==> src/rtl/dpram_pkg.sv <==
// -----------------------------------------------------------------------------
// dpram_pkg
// Shared types and helpers for the dual-port front-end of the single-port
// memory block.
//   port_id_e   : identifies requester A or B (also the rr pointer encoding)
//   arb_state_e : top-level FSM states (INIT walks the array, RUN serves ports)
//   rsp_tag_t   : {valid, port} tag carried alongside an outstanding read
//   depth()     : number of words for a given address width
// -----------------------------------------------------------------------------
package dpram_pkg;

    typedef enum logic {
        PORT_A = 1'b0,
        PORT_B = 1'b1
    } port_id_e;

    typedef enum logic {
        INIT = 1'b0,
        RUN  = 1'b1
    } arb_state_e;

    typedef struct packed {
        logic     valid;
        port_id_e port;
    } rsp_tag_t;

    function automatic int depth(input int addr_width);
        return 1 << addr_width;
    endfunction

endpackage

==> src/rtl/rr_arbiter2.sv <==
// -----------------------------------------------------------------------------
// rr_arbiter2
// Two-requester round-robin arbiter. Bit 0 is port A, bit 1 is port B.
// A lone requester is granted at once; on contention the port named by the
// pointer wins. After any grant the pointer moves to the port not granted, and
// it holds through idle cycles.
//   clk, rst   : clock, asynchronous active-high reset (pointer -> PORT_A)
//   req_i[1:0] : request vector (already masked by the caller when not serving)
//   grant_o    : one-hot-or-zero grant vector, combinational from req_i
// -----------------------------------------------------------------------------
module rr_arbiter2
    import dpram_pkg::*;
(
    input  logic       clk,
    input  logic       rst,
    input  logic [1:0] req_i,
    output logic [1:0] grant_o
);

    port_id_e rr_ptr_q;
    port_id_e rr_ptr_d;

    // NOTE: every signal driven here gets a default first, so no path leaves
    // it unassigned and no latch is inferred.
    always_comb begin
        grant_o  = req_i;
        rr_ptr_d = rr_ptr_q;

        if (req_i[0] && req_i[1]) begin
            grant_o = (rr_ptr_q == PORT_A) ? 2'b01 : 2'b10;
        end

        if (grant_o[0]) begin
            rr_ptr_d = PORT_B;
        end else if (grant_o[1]) begin
            rr_ptr_d = PORT_A;
        end
    end

    // NOTE: sequential state uses non-blocking assignments so every register
    // updates from the values present before the edge.
    always_ff @(posedge clk or posedge rst) begin
        if (rst) begin
            rr_ptr_q <= PORT_A;
        end else begin
            rr_ptr_q <= rr_ptr_d;
        end
    end

endmodule

==> src/rtl/dpram_port_arbiter.sv <==
// -----------------------------------------------------------------------------
// dpram_port_arbiter
// Front-end for the single-port memory block (1-cycle registered read, write
// on the rising edge when enabled). After reset it writes INIT_VALUE to every
// address, then serves two valid/ready request ports with round-robin
// arbitration and returns read data to the port that issued the read.
//   clk, rst             : clock, asynchronous active-high reset
//   a_req_* / b_req_*    : request ports (valid/ready, we, addr, wdata)
//   a_rsp_* / b_rsp_*    : single-cycle read responses, no backpressure
//   mem_*                : registered command to the memory, mem_r_data back
//   init_done            : high once the whole array has been initialised
// -----------------------------------------------------------------------------
module dpram_port_arbiter
    import dpram_pkg::*;
#(
    parameter int                         DATA_WIDTH = 64,
    parameter int                         ADDR_WIDTH = 6,
    parameter logic [DATA_WIDTH-1:0]      INIT_VALUE = {DATA_WIDTH{1'b1}}
) (
    input  logic                  clk,
    input  logic                  rst,

    input  logic                  a_req_valid,
    output logic                  a_req_ready,
    input  logic                  a_req_we,
    input  logic [ADDR_WIDTH-1:0] a_req_addr,
    input  logic [DATA_WIDTH-1:0] a_req_wdata,
    output logic                  a_rsp_valid,
    output logic [DATA_WIDTH-1:0] a_rsp_rdata,

    input  logic                  b_req_valid,
    output logic                  b_req_ready,
    input  logic                  b_req_we,
    input  logic [ADDR_WIDTH-1:0] b_req_addr,
    input  logic [DATA_WIDTH-1:0] b_req_wdata,
    output logic                  b_rsp_valid,
    output logic [DATA_WIDTH-1:0] b_rsp_rdata,

    output logic                  mem_write_en,
    output logic                  mem_read_en,
    output logic [ADDR_WIDTH-1:0] mem_addr,
    output logic [DATA_WIDTH-1:0] mem_w_data,
    input  logic [DATA_WIDTH-1:0] mem_r_data,

    output logic                  init_done
);

    localparam int                  DEPTH    = depth(ADDR_WIDTH);
    // Counter is one bit wider than the address so reaching DEPTH is the
    // "all words written" condition rather than a wrap back to zero.
    localparam logic [ADDR_WIDTH:0] INIT_END = (ADDR_WIDTH + 1)'(DEPTH);
    localparam logic [ADDR_WIDTH:0] CNT_ONE  = (ADDR_WIDTH + 1)'(1);

    arb_state_e              state_q,      state_d;
    logic [ADDR_WIDTH:0]     init_cnt_q,   init_cnt_d;
    logic                    init_done_q,  init_done_d;
    logic                    mem_we_q,     mem_we_d;
    logic                    mem_re_q,     mem_re_d;
    logic [ADDR_WIDTH-1:0]   mem_addr_q,   mem_addr_d;
    logic [DATA_WIDTH-1:0]   mem_wdata_q,  mem_wdata_d;
    // Stage 0 is aligned with the registered command, stage 1 with the cycle
    // in which the memory presents the read data.
    rsp_tag_t                tag0_q,       tag0_d;
    rsp_tag_t                tag1_q;

    logic [1:0]              req;
    logic [1:0]              grant;
    logic                    handshake;
    logic                    sel_we;
    logic [ADDR_WIDTH-1:0]   sel_addr;
    logic [DATA_WIDTH-1:0]   sel_wdata;

    // Requests are masked outside RUN, so readies (= grants) stay low in INIT.
    assign req = {b_req_valid, a_req_valid} & {2{state_q == RUN}};

    rr_arbiter2 u_arb (
        .clk     (clk),
        .rst     (rst),
        .req_i   (req),
        .grant_o (grant)
    );

    assign a_req_ready = grant[0];
    assign b_req_ready = grant[1];
    assign handshake   = |grant;

    // Only the granted port's fields are used, so a port's addr/wdata never
    // reach state while its valid is low.
    assign sel_we    = grant[1] ? b_req_we    : a_req_we;
    assign sel_addr  = grant[1] ? b_req_addr  : a_req_addr;
    assign sel_wdata = grant[1] ? b_req_wdata : a_req_wdata;

    always_comb begin
        state_d     = state_q;
        init_cnt_d  = init_cnt_q;
        init_done_d = init_done_q;
        mem_we_d    = 1'b0;
        mem_re_d    = 1'b0;
        mem_addr_d  = mem_addr_q;
        mem_wdata_d = mem_wdata_q;
        tag0_d      = '0;

        case (state_q)
            INIT: begin
                if (init_cnt_q == INIT_END) begin
                    state_d     = RUN;
                    init_done_d = 1'b1;
                end else begin
                    mem_we_d    = 1'b1;
                    mem_addr_d  = init_cnt_q[ADDR_WIDTH-1:0];
                    mem_wdata_d = INIT_VALUE;
                    init_cnt_d  = init_cnt_q + CNT_ONE;
                end
            end
            RUN: begin
                if (handshake) begin
                    mem_we_d     = sel_we;
                    mem_re_d     = !sel_we;
                    mem_addr_d   = sel_addr;
                    mem_wdata_d  = sel_wdata;
                    tag0_d.valid = !sel_we;
                    tag0_d.port  = grant[1] ? PORT_B : PORT_A;
                end
            end
            default: state_d = INIT;
        endcase
    end

    // NOTE: the response tags are reset along with the FSM so any read in
    // flight when reset hits is dropped instead of producing a stray pulse.
    always_ff @(posedge clk or posedge rst) begin
        if (rst) begin
            state_q     <= INIT;
            init_cnt_q  <= '0;
            init_done_q <= 1'b0;
            mem_we_q    <= 1'b0;
            mem_re_q    <= 1'b0;
            mem_addr_q  <= '0;
            mem_wdata_q <= '0;
            tag0_q      <= '0;
            tag1_q      <= '0;
        end else begin
            state_q     <= state_d;
            init_cnt_q  <= init_cnt_d;
            init_done_q <= init_done_d;
            mem_we_q    <= mem_we_d;
            mem_re_q    <= mem_re_d;
            mem_addr_q  <= mem_addr_d;
            mem_wdata_q <= mem_wdata_d;
            tag0_q      <= tag0_d;
            tag1_q      <= tag0_q;
        end
    end

    assign mem_write_en = mem_we_q;
    assign mem_read_en  = mem_re_q;
    assign mem_addr     = mem_addr_q;
    assign mem_w_data   = mem_wdata_q;
    assign init_done    = init_done_q;

    assign a_rsp_valid = tag1_q.valid && (tag1_q.port == PORT_A);
    assign b_rsp_valid = tag1_q.valid && (tag1_q.port == PORT_B);
    assign a_rsp_rdata = a_rsp_valid ? mem_r_data : '0;
    assign b_rsp_rdata = b_rsp_valid ? mem_r_data : '0;

endmodule

==> config.mk <==
export PLATFORM = sky130hd
export DESIGN_NAME = dpram_port_arbiter
export DESIGN_NICKNAME = d
export VERILOG_FILES = /design/src/rtl/dpram_pkg.sv /design/src/rtl/rr_arbiter2.sv /design/src/rtl/dpram_port_arbiter.sv
export SDC_FILE = /design/constraint.sdc
export NUM_CORES = 1
export LEC_CHECK = 0
export ABC_AREA = 1
export CAP_MARGIN = 20
export CELL_PAD_IN_SITES_DETAIL_PLACEMENT = 0
export CELL_PAD_IN_SITES_GLOBAL_PLACEMENT = 1
export CORE_AREA = 2 2 161 163
export CTS_CLUSTER_DIAMETER = 120
export DETAILED_ROUTE_END_ITERATION = 12
export DIE_AREA = 0 0 163 165
export MAX_ROUTING_LAYER = met4
export PLACE_DENSITY_LB_ADDON = 0.1
export SYNTH_ARGS = -nofsm -noshare
export SYNTH_HDL_FRONTEND = slang
export SYNTH_SLANG_ARGS = --single-unit
==> constraint.sdc <==
create_clock -name clk -period 6.9 [get_ports clk]
set_clock_uncertainty 0.2 [all_clocks]
set_input_delay 0.69 -clock clk [delete_from_list [all_inputs] [get_ports clk]]
set_output_delay 0.69 -clock clk [all_outputs]
set_load 0.02 [all_outputs]
==> results of run 1 <==
## layer usage
layer  up-vias  share of wire, %
met5         -                 0
met4         0               1.6
met3        21               7.1
met2       207                52
met1      2743                39
li1       3020                 -
## area by class of cell
| type | instances | area [sq um] | area share [%] |
|---|---|---|---|
| Sequential cell | 85 | 2130 | 21.8 |
| Clock inverter | 4 | 55.1 | 0.564 |
| Timing Repair Buffer | 422 | 4220 | 43.2 |
| Multi-Input combinational cell | 505 | 2320 | 23.8 |
| Clock buffer | 12 | 246 | 2.52 |
| Inverter | 97 | 368 | 3.77 |
| Tap cell | 330 | 413 | 4.23 |
| Antenna cell | 6 | 15.0 | 0.154 |
## worst max-delay path: stages
cell and delay [ps]:
clkdlybuf4s50_1 570, nand2_1 100, inv_2 150, o21ai_0 120, inv_1 70, clkdlybuf4s50_1 590
## metrics by stage
step	utilization (%)	instance area [sq um]	hold WS, ps
floorplan	-	5060	131
finish	39.0	9760	148
detailed placement	37.7	9450	135
global placement	37.7	9430	132
CTS	38.9	9750	149
global route	39.0	9760	171
## worst max-delay path by stage
stage	slack (ps)	from	endpoint
finish	3710	a_req_valid	a_req_ready
global route	3560	state_q$_DFF_PP0_	a_req_ready
CTS	3700	state_q$_DFF_PP0_	a_req_ready
detailed placement	3730	a_req_valid	a_req_ready
global placement	3710	a_req_valid	a_req_ready
floorplan	3820	rst	init_cnt_q[0]$_DFFE_PP0P_
## cell usage after synthesis (4+ instances only)
cell type / count
o21a_1: 56
nor2_1: 133
nand3_1: 93
buf_2: 18
clkbuf_1: 14
o21ai_0: 7
dfrtp_1: 85
buf_4: 4
nand2_1: 202
inv_1: 93
buf_6: 6
## flip-flops by register name, summed over array words and instances, names as in the netlist
| register | count |
|---|---|
| tag1_q | 2 |
| mem_write_en | 1 |
| tag0_q | 1 |
| init_cnt_q | 7 |
| mem_read_en | 1 |
| state_q | 1 |
| mem_w_data | 64 |
| mem_addr | 6 |
| u_arb.rr_ptr_q | 1 |
| init_done | 1 |
## cell families (layout without fill, tap and decap cells)
kind of cell	Yosys count	after routing	synth area share, %
XOR/XNOR	4	4	0.692
AND/OR/NAND/NOR	433	433	35.0
adder cells (fa/ha/maj)	2	2	0.494
AO/OA/AOI/OAI	66	66	9.56
buffers and inverters	142	535	12.2
flip-flops	85	85	42.0
other	0	6	0
## report_power, final
part           internal, W  switching [W]  leakage, nW
registers         0.000498              0        0.818
logic             0.000111      0.0000464         3.16
clock network     0.000293       0.000210        0.143
total             0.000902       0.000257         4.12
==> key figures, run 1 <==
STA
  • Count of final max-slew check failures: 0
  • # setup viols final: 0
  • Final min period: 3190 ps
  • Setup WS post-layout: 3710 ps
  • Worst-Margin Slew: 837 ps
  • Setup_tns: 0 ps
  • Max-Slew Margin vs Limit: 44.2%
  • Period Utilization, post-route: 46.2%
  • Final Hold Vio Count: 0
  • Max Clock Freq: roughly 310 MHz
  • RSZ-0062 raised after global routing: false

Power
  • Peak supply drop: 0.141 mV
  • Pwr Total: 0.00116 W
  • Pwr Density: 119 mW/mm^2
  • Leak: around 4.1 nW

Yosys
  • Cell Area, Synth: 0.00506 sq mm
  • FF+latch count, synth: 85
  • Async SR Flop Fraction: 100%
  • Post-synth top area share: 42.0%
  • Post-synthesis sequential area ratio: a little over two fifths
  • Post-synth EDFFs: 0
  • Syn Nets: 944
  • Warnings, synthesis: 0
  • Main flop type after synthesis: dfrtp_1
  • Synthesized area per cell: about 7 sq um
  • Cells after Synth: 732
  • Post-synth top area cell: dfrtp_1
  • Synth top area cells: dfrtp_1 (42%), nand2_1 (15%), nor2_1 (9.9%)
  • Synth unique cells: 24

Die
  • Core area: around 0.025 sq mm
  • Initial Utilization: 20.2%
  • # rows: 58
  • Ports: ~420
  • Die Area: around 0.027 sq mm
  • Die H: around 170 um
  • Die X: around 160 um

Clocking
  • Post-CTS sizing: 0
  • TritonCTS clock tree: yes
  • Clk sinks: 85
  • CTS H-tree lvls: 3
  • # hold bufs at CTS: 0
  • Cts bufs inserted: 9
  • Max clock buf depth: 2
  • Buffer count from post-CTS setup fixing: 0
  • Clk slew on worst S/H paths: 60 ps
  • Skew-Pair Late Insertion Delay: 340 ps
  • Clk root buf: clkbuf_16

Placement
  • Gp weighted congestion: around 0.73
  • Worst slack, placed: 3730 ps
  • Port Buffers: 414
  • Hpwl dp: 19800 um
  • DP Cell Count: approximately 1.4k

Routing
  • WL per Instance: 17.6 um
  • Routed Antenna Nets: 0
  • Initial DRC Count: a little over 300
  • WL final: roughly 26000 um
  • DR vias: roughly 6k
  • Number of vias per cell: 4.10
  • DRC: 0
  • Drt pass-1 iters: 4

Global route
  • Peak-usage layer in the global routing report: met2
  • First-pass GRT wire length: between 30000 and 40000 um
  • Met2 usage: 33.4%
  • Grt total ovfl: 0
  • Met3 Resource Use GR: 5.20%
  • Met1 Use GR: 21.3%
  • Vias in the first global route: 5866
  • Largest net degree at the start of global routing: 72
  • Initial antenna violation count: 6
  • Total GRT Usage: 19.0%

Min path
  • WHS Path Cells: 0
  • Hold Crit Class: flip-flop to flip-flop
  • Hold endpoint: tag1_q[0]$_DFF_PP0_
  • Min-delay src: tag0_q[0]$_DFF_PP0_

Run
  • Max_cap viols: 0

Worst setup path
  • FF-to-FF Start: state_q$_DFF_PP0_
  • RR Endpoint: mem_w_data[14]$_DFFE_PP0P_
  • CP Data Required Time: 6010 ps
  • CP Data Arrival Time: around 2300 ps
  • R2r setup slk: 4220 ps
  • Worst-path fanout max: 4
  • Critical Path Source Type: input port
  • Crit Path Class: input port to output port
  • Crit path capture type: output port
  • R2R cell count: 6

Layout
  • Layout cells sized above 1: 2.93%
  • # nets final: 1332
  • Commonest cells after routing, fill and taps aside: clkdlybuf4s50_1 (414), nand2_1 (200), nor2_1 (133), nand3_1 (93), inv_1 (92)
  • Finished Layout Cells: 1461
  • Area delta synth->final: 92.9%
  • Most common cell after layout, fill and taps aside: clkdlybuf4s50_1
  • Fillers: 2686

Outcome
  • Outcome: finished clean
Note: power is estimated with default switching activity, not from simulation.
==> run 2, diff against run 1 <==
Settings changed: CORE_AREA 2 2 161 163 to 2 2 163 165, DIE_AREA 0 0 163 165 to 0 0 165 167.
Clock period 6.9 ns to 3.35 ns, I/O delays scaled along.
==> run 2 against run 1 <==
Effect of this change: non-clock buffer count up 5; global-route usage shrank 0.91 points; clock power up 130%; sequential share of layout area fell by 0.30 points; design area is 1.4% higher; largest cell class unchanged; largest power group unchanged; highest routed layer unchanged.
==> key figures, run 2 (synthesized netlist as in run 1, its figures left out) <==
Routing
  • DRC: 0 (unchanged)
  • Routed Antenna Nets: 0 (unchanged)
  • DR vias: 5997 (was 5991)
  • Number of vias per cell: 4.09 (was 4.10)
  • Drt pass-1 iters: 5 (was 4)
  • WL final: 24800 um (was 25800 um)
  • WL per Instance: 16.9 um (was 17.6 um)
  • Initial DRC Count: 261 (was 307)

Worst setup path
  • Crit Path Class: flip-flop to output port (was input port to output port)
  • Worst path top cell family by delay: buffers and inverters (unchanged)
  • Critical Path Source Type: flip-flop (was input port)
  • Worst-path fanout max: 33 (was 4)
  • CP Data Required Time: 2810 ps (was 6010 ps)
  • Critical path cell sequence: nor2_1 > inv_2 > buf_12 > nor2_1 > clkdlybuf4s50_1 (was clkdlybuf4s50_1 > nand2_1 > inv_2 > o21ai_0 > inv_1 > clkdlybuf4s50_1)
  • Crit path capture type: output port (unchanged)
  • Worst Path Buf+Inv: 3 (was 4)
  • CP Data Arrival Time: 2200 ps (was 2300 ps)
  • Crit path top cell by count: nor2_1 (was clkdlybuf4s50_1)
  • CP max stage delay: 650 ps (was 590 ps)
  • Crit path launch: tag1_q[0]$_DFF_PP0_ (was a_req_valid)
  • Slowest cell on the critical path: clkdlybuf4s50_1 (unchanged)
  • FF-to-FF Start: state_q$_DFF_PP0_ (unchanged)

Global route
  • First-pass GRT wire length: 36800 um (was 37000 um)
  • Largest net degree at the start of global routing: 66 (was 72)
  • Total GRT Usage: 18.1% (was 19.0%)
  • Initial antenna violation count: 3 (was 6)
  • Met3 Resource Use GR: 3.94% (was 5.20%)
  • Vias in the first global route: 6179 (was 5866)
  • Peak-usage layer in the global routing report: met2 (unchanged)
  • Grt total ovfl: 0 (unchanged)
  • Met1 Use GR: 19.7% (was 21.3%)
  • Met2 usage: 33.2% (was 33.4%)

Layout
  • Number of flip-flops under the largest register name: 64 (unchanged)
  • Area delta synth->final: 95.6% (was 92.9%)
  • Commonest cells after routing, fill and taps aside: clkdlybuf4s50_1 (414), nand2_1 (200), nor2_1 (133), nand3_1 (93), inv_1 (92) (unchanged)
  • Layout cells sized above 1: 3.54% (was 2.93%)
  • Final instance area: 0.00990 sq mm (was 0.00976 sq mm)
  • Most common cell after layout, fill and taps aside: clkdlybuf4s50_1 (unchanged)
  • # nets final: 1337 (was 1332)

STA
  • Final Hold Vio Count: 0 (unchanged)
  • Count of final max-slew check failures: 0 (unchanged)
  • Worst-Margin Slew: 729 ps (was 837 ps)
  • Final min period: 2740 ps
  • # setup viols final: 0 (unchanged)
  • Max Clock Freq: approximately 370 MHz
  • Max-Slew Margin vs Limit: 51.3% (was 44.2%)
  • RSZ-0062 raised after global routing: false (unchanged)
  • Period Utilization, post-route: between 80% and 90%
  • Setup_tns: 0 ps (unchanged)

Die
  • Die X: 165 um (was 163 um)
  • Die H: 167 um (was 165 um)
  • Core area: 0.0258 sq mm (was 0.0250 sq mm)
  • Ports: 415 (unchanged)
  • Initial Utilization: 19.6% (was 20.2%)
  • Die Area: 0.0276 sq mm (was 0.0269 sq mm)
  • # rows: 59 (was 58)

Placement
  • Gp weighted congestion: 0.793 (was 0.734)
  • Placed cell area: 0.00955 sq mm (was 0.00945 sq mm)
  • Hpwl dp: 19500 um (was 19800 um)
  • Port Buffers: 414 (unchanged)

Power
  • Logic pwr share: 12.8% (was 13.5%)
  • Leak: 4.20 nW (was 4.12 nW)
  • Peak supply drop: 0.249 mV (was 0.141 mV)
  • Switching part of the total: 22.2% (about the same)
  • Pwr Density: 252 mW/mm^2 (was 119 mW/mm^2)
  • Clock share of power: 46.2% (was 43.5%)
  • Sw power: 0.000555 W (was 0.000257 W)
  • Sequential Power Share: 41.0% (was 43.0%)
  • Internal power: 0.00194 W (was 0.000902 W)

Outcome
  • Outcome: finished clean (unchanged)

Clocking
  • Clk slew on worst S/H paths: 60 ps (about the same)
  • Max clock buf depth: 2 (unchanged)
  • # hold bufs at CTS: 0 (unchanged)
  • Buffer count from post-CTS setup fixing: 0 (unchanged)
  • Clk root buf: clkbuf_16 (unchanged)
  • Skew-Pair Late Insertion Delay: 340 ps (about the same)
  • Post-CTS sizing: 0 (unchanged)
  • Clk sinks: 85 (unchanged)
  • Cts bufs inserted: 9 (unchanged)
  • TritonCTS clock tree: yes (unchanged)
  • CTS H-tree lvls: 3 (unchanged)

Min path
  • Min-delay src: tag0_q[0]$_DFF_PP0_ (unchanged)
  • Hold Crit Class: flip-flop to flip-flop (unchanged)

Run
  • Max_cap viols: 0 (unchanged)
## run 2: cell count changes in the layout (fill, tap and decap cells not counted)
| cell | change |
|---|---|
| bufinv_16 | +1 |
| clkinv_2 | -1 |
| inv_4 | +1 |
| buf_12 | +5 |
| inv_8 | +2 |
| clkinvlp_4 | -1 |
| clkbuf_1 | -2 |
| diode_2 | -3 |
## run 2: through the flow
stage                     utilization [%]  setup slack (ps)  power (W)  instances  hold WS [ps]
final                                38.4               613    0.00250       1468           149
after global routing                 38.4               418    0.00261       1468           154
after CTS                            38.4               543    0.00254       1465           152
after detailed placement             37.1               858    0.00137       1449           137
after global placement               37.1               874    0.00137       1449           133
after floorplan                         -               622    0.00110        732           131
## run 2: final cells by class
class                           count  area [sq um]
Antenna cell                        3          7.51
Clock buffer                       10           239
Clock inverter                      6           100
Fill cell                        2738         15900
Inverter                           97           369
Multi-Input combinational cell    505          2320
Sequential cell                    85          2130
Tap cell                          335           419
Timing Repair Buffer              427          4320
## run 2: final timing paths
kind	end	slack [ps]	cells after the start
min in group asynchronous	mem_w_data[15]$_DFFE_PP0P_	250	2
hold reg to reg	tag1_q[0]$_DFF_PP0_	150	0
setup reg to reg	mem_w_data[33]$_DFFE_PP0P_	1120	6
setup / recovery	a_rsp_rdata[33]	610	5
hold / removal	tag1_q[0]$_DFF_PP0_	150	0
max in group asynchronous	mem_w_data[46]$_DFFE_PP0P_	2040	3
## run 2: per-layer routing
metal / vias up / wire (um)
met5: - / 0
met4: 0 / 452
met3: 23 / 1640
met2: 211 / 13000
met1: 2736 / 9690
li1: 3027 / -
## run 2: power groups by stage
stage          clock network, W  registers (W)  logic [W]
6_report                0.00115        0.00103   0.000320
5_1_grt                 0.00123        0.00103   0.000351
4_1_cts                 0.00119        0.00103   0.000325
3_5_place_dp                  0        0.00105   0.000322
3_3_place_gp                  0        0.00105   0.000322
2_1_floorplan                 0        0.00105  0.0000589
